--- config.mk ---
export PLATFORM = sky130hd
export DESIGN_NAME = song_player
export DESIGN_NICKNAME = d
export VERILOG_FILES = /design/src/rtl/song_pkg.sv /design/src/rtl/song_player_beat_timer.sv /design/src/rtl/song_player.sv
export SDC_FILE = /design/constraint.sdc
export NUM_CORES = 1
export LEC_CHECK = 0
export CAP_MARGIN = 0
export CORE_MARGIN = 2
export CORE_UTILIZATION = 58
export DETAILED_ROUTE_END_ITERATION = 10
export MAX_ROUTING_LAYER = met4
export PLACE_DENSITY = 0.86
export SKIP_LAST_GASP = 1
export SLEW_MARGIN = 15
export SYNTH_ARGS = -nofsm -noshare
export SYNTH_HDL_FRONTEND = slang
export SYNTH_SLANG_ARGS = --single-unit
--- constraint.sdc ---
create_clock -name clk -period 5.3 [get_ports clk]
set_input_delay 1.325 -clock clk [delete_from_list [all_inputs] [get_ports clk]]
set_output_delay 1.325 -clock clk [all_outputs]
set_load 0.03 [all_outputs]
--- src/rtl/song_pkg.sv ---
// song_pkg: shared mode code, note type, player states and slot lookup for the song player
package song_pkg;
  localparam logic [2:0] PLAY_MODE = 3'd3;
  typedef logic [1:0] note_t;
  typedef enum logic [1:0] {IDLE, COUNTIN, PLAY, DONE} player_state_t;
  function automatic note_t slot_of(input logic [31:0] snapshot1, input logic [31:0] snapshot2,
                                    input logic [4:0] idx);
    logic [63:0] w;
    w = {snapshot2, snapshot1};
    return w[{idx, 1'b0} +: 2];
  endfunction
endpackage

--- src/rtl/song_player_beat_timer.sv ---
// beat_timer: free-running beat divider that freezes on pause and restarts on clear
module beat_timer #(
  parameter int BEAT_CYCLES = 1_000_000
) (
  input  logic clk,
  input  logic nrst,
  input  logic clear,
  input  logic run,
  input  logic pause,
  output logic tick
);
  localparam int CW = $clog2(BEAT_CYCLES);
  logic [CW-1:0] cnt;
  assign tick = run && !pause && cnt == CW'(BEAT_CYCLES - 1);
  always_ff @(posedge clk or negedge nrst)
    if (!nrst) cnt <= '0;
    else cnt <= (clear || !run || tick) ? '0 : pause ? cnt : cnt + 1'b1;
endmodule

--- src/rtl/song_player.sv ---
// song_player: plays a snapshotted 32-slot song as per-beat lane strobes after a count-in
module song_player
  import song_pkg::*;
#(
  parameter int BEAT_CYCLES   = 1_000_000,
  parameter int COUNTIN_BEATS = 4,
  parameter int SONG_LEN      = 32
) (
  input  logic        clk,
  input  logic        nrst,
  input  logic [2:0]  mode,
  input  logic        start,
  input  logic        pause,
  input  logic [31:0] note1,
  input  logic [31:0] note2,
  output logic [4:0]  position,
  output logic [1:0]  cur_note,
  output logic [1:0]  next_note,
  output logic [3:0]  lane,
  output logic        beat,
  output logic [2:0]  countin,
  output logic        playing,
  output logic        done
);
  localparam logic [4:0] LAST = 5'(SONG_LEN - 1);
  player_state_t state, state_n;
  logic [31:0] snap1, snap1_n, snap2, snap2_n;
  logic [4:0] pos_n;
  note_t cur_n, next_n;
  logic [2:0] countin_n;
  logic beat_n, clear, tick, go, run;
  assign run = state == COUNTIN || state == PLAY;
  assign go = start && mode == PLAY_MODE;
  assign playing = state == PLAY;
  assign done = state == DONE;
  assign lane = playing ? 4'(1) << cur_note : '0;
  beat_timer #(.BEAT_CYCLES(BEAT_CYCLES)) u_timer (
    .clk(clk), .nrst(nrst), .clear(clear), .run(run), .pause(pause), .tick(tick)
  );
  always_comb begin
    state_n   = state;
    snap1_n   = snap1;
    snap2_n   = snap2;
    pos_n     = position;
    cur_n     = cur_note;
    next_n    = next_note;
    countin_n = countin;
    beat_n    = 1'b0;
    clear     = 1'b0;
    if (mode != PLAY_MODE) begin
      state_n   = IDLE;
      pos_n     = '0;
      cur_n     = '0;
      next_n    = '0;
      countin_n = '0;
      clear     = 1'b1;
    end else if (go) begin
      state_n   = COUNTIN;
      snap1_n   = note1;
      snap2_n   = note2;
      pos_n     = '0;
      cur_n     = '0;
      next_n    = '0;
      countin_n = 3'(COUNTIN_BEATS);
      clear     = 1'b1;
    end else if (tick) begin
      beat_n = 1'b1;
      if (state == COUNTIN) begin
        countin_n = countin - 3'd1;
        if (countin == 3'd1) begin
          state_n = PLAY;
          pos_n   = '0;
          cur_n   = slot_of(snap1, snap2, 5'd0);
          next_n  = (LAST == 5'd0) ? '0 : slot_of(snap1, snap2, 5'd1);
        end
      end else if (position == LAST) begin
        state_n = DONE;
      end else begin
        pos_n  = position + 5'd1;
        cur_n  = slot_of(snap1, snap2, position + 5'd1);
        // lookahead goes silent once the new slot is the final one
        next_n = (position + 5'd1 == LAST) ? '0 : slot_of(snap1, snap2, position + 5'd2);
      end
    end
  end
  always_ff @(posedge clk or negedge nrst)
    if (!nrst) begin
      state     <= IDLE;
      snap1     <= '0;
      snap2     <= '0;
      position  <= '0;
      cur_note  <= '0;
      next_note <= '0;
      countin   <= '0;
      beat      <= 1'b0;
    end else begin
      state     <= state_n;
      snap1     <= snap1_n;
      snap2     <= snap2_n;
      position  <= pos_n;
      cur_note  <= cur_n;
      next_note <= next_n;
      countin   <= countin_n;
      beat      <= beat_n;
    end
endmodule
* After elaboration in Yosys (flattened, before gate mapping)
Index checks and enable logic that the tools add are counted.
** Word-level totals
- Logic and storage cells :: 81
- Bits in registers :: 99
** Operators by class
- Multiplexer cells :: 37
- Shift-type cells :: 3
- Bitwise gates (word level) :: 1
- Equality and inequality tests :: 12
- Reductions and logical operators :: 15
- Add/subtract/negate cells :: 4
** Operators by type and width (count)
- $shiftx 64x7->2 :: 2
- $mux 20 :: 2
- $mux 2 :: 19
- $mux 5 :: 6
- $add 20x1->20 const B :: 1
- $eq 20x20->1 const B :: 1
- $mux 3 :: 4
- $eq 5x5->1 const B :: 2
- $reduce_and 3->1 :: 2
- $reduce_bool 3->1 :: 2
- $add 5x1->5 const B :: 1
- $add 5x2->5 const B :: 1
- $mux 1 :: 5
- $eq 2x2->1 const B :: 2
- $mux 4 :: 1
- $ne 4x2->1 const B :: 1
- $ne 4x4->1 const B :: 1
- $reduce_and 2->1 :: 2
- $reduce_bool 4->1 :: 1
- $shl 1x2->4 const A :: 1
- $eq 3x1->1 const B :: 1
- $eq 3x2->1 const B :: 1
- $logic_and 1x1->1 :: 3
- $logic_or 1x1->1 :: 3
- 6 further kinds :: 7

* Depth between registers and ports, before layout
- Word-level depth :: 8
- Depth in mapped cells :: 11

* Cells and area by module
A second synthesis with hierarchy kept.
** Second synthesis, totals
- Cell total of the unflattened synthesis :: 458
- Area, all modules :: 5617.9 µm²
** Modules (own cells, without submodules)
- song_player :: seq. area each 1976.9 µm², cells each 355, area an instance 4536.9 µm², times used 1
- beat_timer :: seq. area each 500.5 µm², cells each 103, area an instance 1081.0 µm², times used 1

* Worst setup path before layout
No wires, ideal clock.
- Kind :: register -> output
- Start :: register state[0]
- End :: output port lane[0]
- Data arrival time :: 1.611 ns
- Setup slack :: 2.364 ns
- Cell stages (with the launch flop) :: 4
- Data required time :: 3.975 ns
- Path buffers :: 0
- Cells stage by stage :: dfrtp_1 inv_1 ha_1 nor3b_1
** On the way
- Longest elaborated chain between the ends :: 2
** RTL lines
- start, declared :: RTL line song_player.sv:26 : player_state_t state, state_n;
- start signal, assigned :: RTL line song_player.sv:97 : state <= state_n;
- $eq 2x2->1 :: RTL line song_player.sv:34 : assign playing = state == PLAY;
- via playing :: RTL line song_player.sv:22 : output logic playing,
- $mux 4 :: RTL line song_player.sv:36 : assign lane = playing ? 4'(1) << cur_note : '0;
- end, declared :: RTL line song_player.sv:19 : output logic [3:0] lane,
The timed path passes the listed nets, and every way through them passes these cells.

* Final worst setup path
- Start :: register state[0]
- End :: output port lane[0]
** On the way
- Longest elaborated chain between the ends :: 2
** RTL lines (RTL line)
- $eq 2x2->1 :: song_player.sv:34
- $mux 4 :: song_player.sv:36
Every way passes these cells.

==> metrics.yaml <==
peakVddDrop_mv: 0.209
setup_tns_ns: 0
worst-path-buf-inv: 2
syn_inst: 416
path_class: "reg -> out"
htree_levels: 3
clkTransAtPathRegs_ns: 0.09
r2r_slack_ns: 2.38
dp_hpwl_mm: 8.70
setup_viol: 0
skew_ns: 0.0148
antenna_found_initial: 0
numPortBuffers: 89
synthAdderAreaFrac_pct: 2.32
root_buffer: "clkbuf_8"
core_um2: 9150
endpoint: "lane[0]"
grt_pass1_wl_mm: 20.2
synth_edf_count: 0
drv_cap: 0
yosysMostFrequentCell: "dfrtp_1"
crit_path_start: "state[0]"
yosysTopAreaCellShare_pct: 45.9
synth_area_leaders: "dfrtp_1, mux4_2, mux2_2"
dr.pass1.iters: 5
mappedNetlistNets: 497
dieArea_um2: 10100
crit_family: "buffers and inverters"
clockBufferDepth: 2
reg2reg_depth: 5
die_width_um: 100
netlist_area_um2: 5400
status: "finished clean"
grt_max_degree: 59
ys_async_sr_fraction_pct: 100
worstSetupEndpointType: "output port"
drc: 0
hold_buffers: 0
ys_top_cells_by_count: "dfrtp_1, mux2_2, nor2_1"
ys_types: 48
ys_ff_latch: 99
cts_tree: "done"
path_cells: "inv_1 -> ha_1 -> nor3b_1 -> clkdlybuf4s50_1"
yosys.area.top_type: "dfrtp_1"
start_util_pct: 59.0
grt-ovfl-total: 0
crit_fanout: 5
finalMaxSlewViolations: 0
syn_area_per_cell_um2: 13.0
r2r_end: "next_note[0]"
grt_usage_pct: 26.9
num_vias: 3834
yosys.area_share.simple_pct: 10.6
rsz0062_at_grt: "false"
clock-sinks: 99
clock.fmax_mhz: 301
powerDensity_nw_per_um2: 274
synth_xor_area_share_pct: 3.89
tightest_slew_ns: 0.893
whs_ns: 0.532
wl_per_cell_um: 19.8
first_iter_violations: 179
syn_to_final_growth_pct: 22.0
max_slew_margin_pct: 40.4
yosys_warnings: 0
cp.depth: 4
totalWireLength_mm: 12.2
cp.required_ns: 3.97
nNetsFinal: 582
grt_pass1_vias: 3991
slowest_delay_ns: 0.70
r2r-start: "position[1]"
clock_latency_ns: 0.37
finalCritPeriodShare_pct: 62.7
yosysSeqAreaShare_pct: 45.9
ys.flop_type: "dfrtp_1"
ant_nets: 0
cts_buffers: 9
fin_util_pct: 72.0
muxShareOfSynthArea_pct: 29.8
die_y_um: 100
antenna_cells: 0
design.portCount: 90
via_per_inst: 6.21
p_leak_nw: 2.60
gp_congestion: 0.883
arrival_ns: 2.00
min_path_type: "reg -> reg"
cp-start-kind: "flip-flop"
synth_top_family_by_area: "multiplexers"
post_cts_resized: 0
crit_slowest_cell: "clkdlybuf4s50_1"
num_rows: 35
postCtsSetupBuffers: 0
synth_compound_area_share_pct: 4.87
drive_above_1_share_pct: 26.3
period_minus_slack_ns: 3.32
hold_violations: 0
==> routing by layer <==
metal	routed length [um]	global-route usage, %	part of all wire (%)
met1	5080	33.8	42
met2	6240	44.8	51
met5	0	-	0
met4	231	7.17	1.9
met3	668	5.55	5.5
==> layout make-up <==
cell class	count	area, um^2
fill	611	2570
sequential	99	2480
clock buffer	11	131
tap	111	139
timing repair buffer	94	926
inverter	11	41.3
multi-input combinational	286	2780
clock inverter	5	86.3
==> how the worst min path moves through the flow <==
stage | start | end | cells past startpoint
after detailed placement | snap2[9] | snap2[9] | 1
after floorplan | snap1[18] | snap1[18] | 1
after CTS | snap2[9] | snap2[9] | 1
final | snap2[9] | snap2[9] | 1
after global placement | snap2[11] | snap2[11] | 1
after global routing | snap2[19] | snap2[19] | 1
==> logic make-up (layout without fill, tap and decap cells) <==
family	Yosys count	count (layout)
simple gates	109	109
compound gates	33	33
xor+xnor	24	24
fa+ha+maj	10	10
buf+inv	31	121
mux	110	110
flops	99	99
==> layout by cell type (no fill, tap or decap), types with 3 or more instances in the layout <==
cell,instances
dfrtp_1,98
clkdlybuf4s50_1,88
mux2_2,67
nor2_1,36
mux4_2,34
nand2_1,19
xnor2_1,15
inv_1,11
ha_1,10
nor3_1,9
nand3_1,9
xor2_1,9
mux2i_1,9
clkbuf_8,9
o21ai_0,6
buf_4,6
and3_1,5
nor2b_1,4
nand4_1,4
a22o_1,4
nor4_1,3
a31oi_1,3
o2bb2ai_1,3
==> flip-flops by register name, summed over array words and instances, names as in the netlist <==
register     cells
snap1           32
snap2           32
u_timer.cnt     20
position         5
countin          3
cur_note         2
next_note        2
state            2
beat             1
==> power by group <==
group	internal [mW]	switching, mW
Combinational	0.215	0.102
Sequential	0.864	0.0936
Clock	0.270	0.264
==> metrics by stage <==
stage	cells	total power, mW	instance area, um^2	worst slack [ns]
floorplan	416	1.14	5400	2.36
global placement	601	1.26	6370	1.71
detailed placement	601	1.28	6370	1.66
CTS	617	1.81	6590	1.97
global route	617	1.88	6590	1.88
finish	617	1.81	6590	1.98
(Power assumes the default switching activity.)
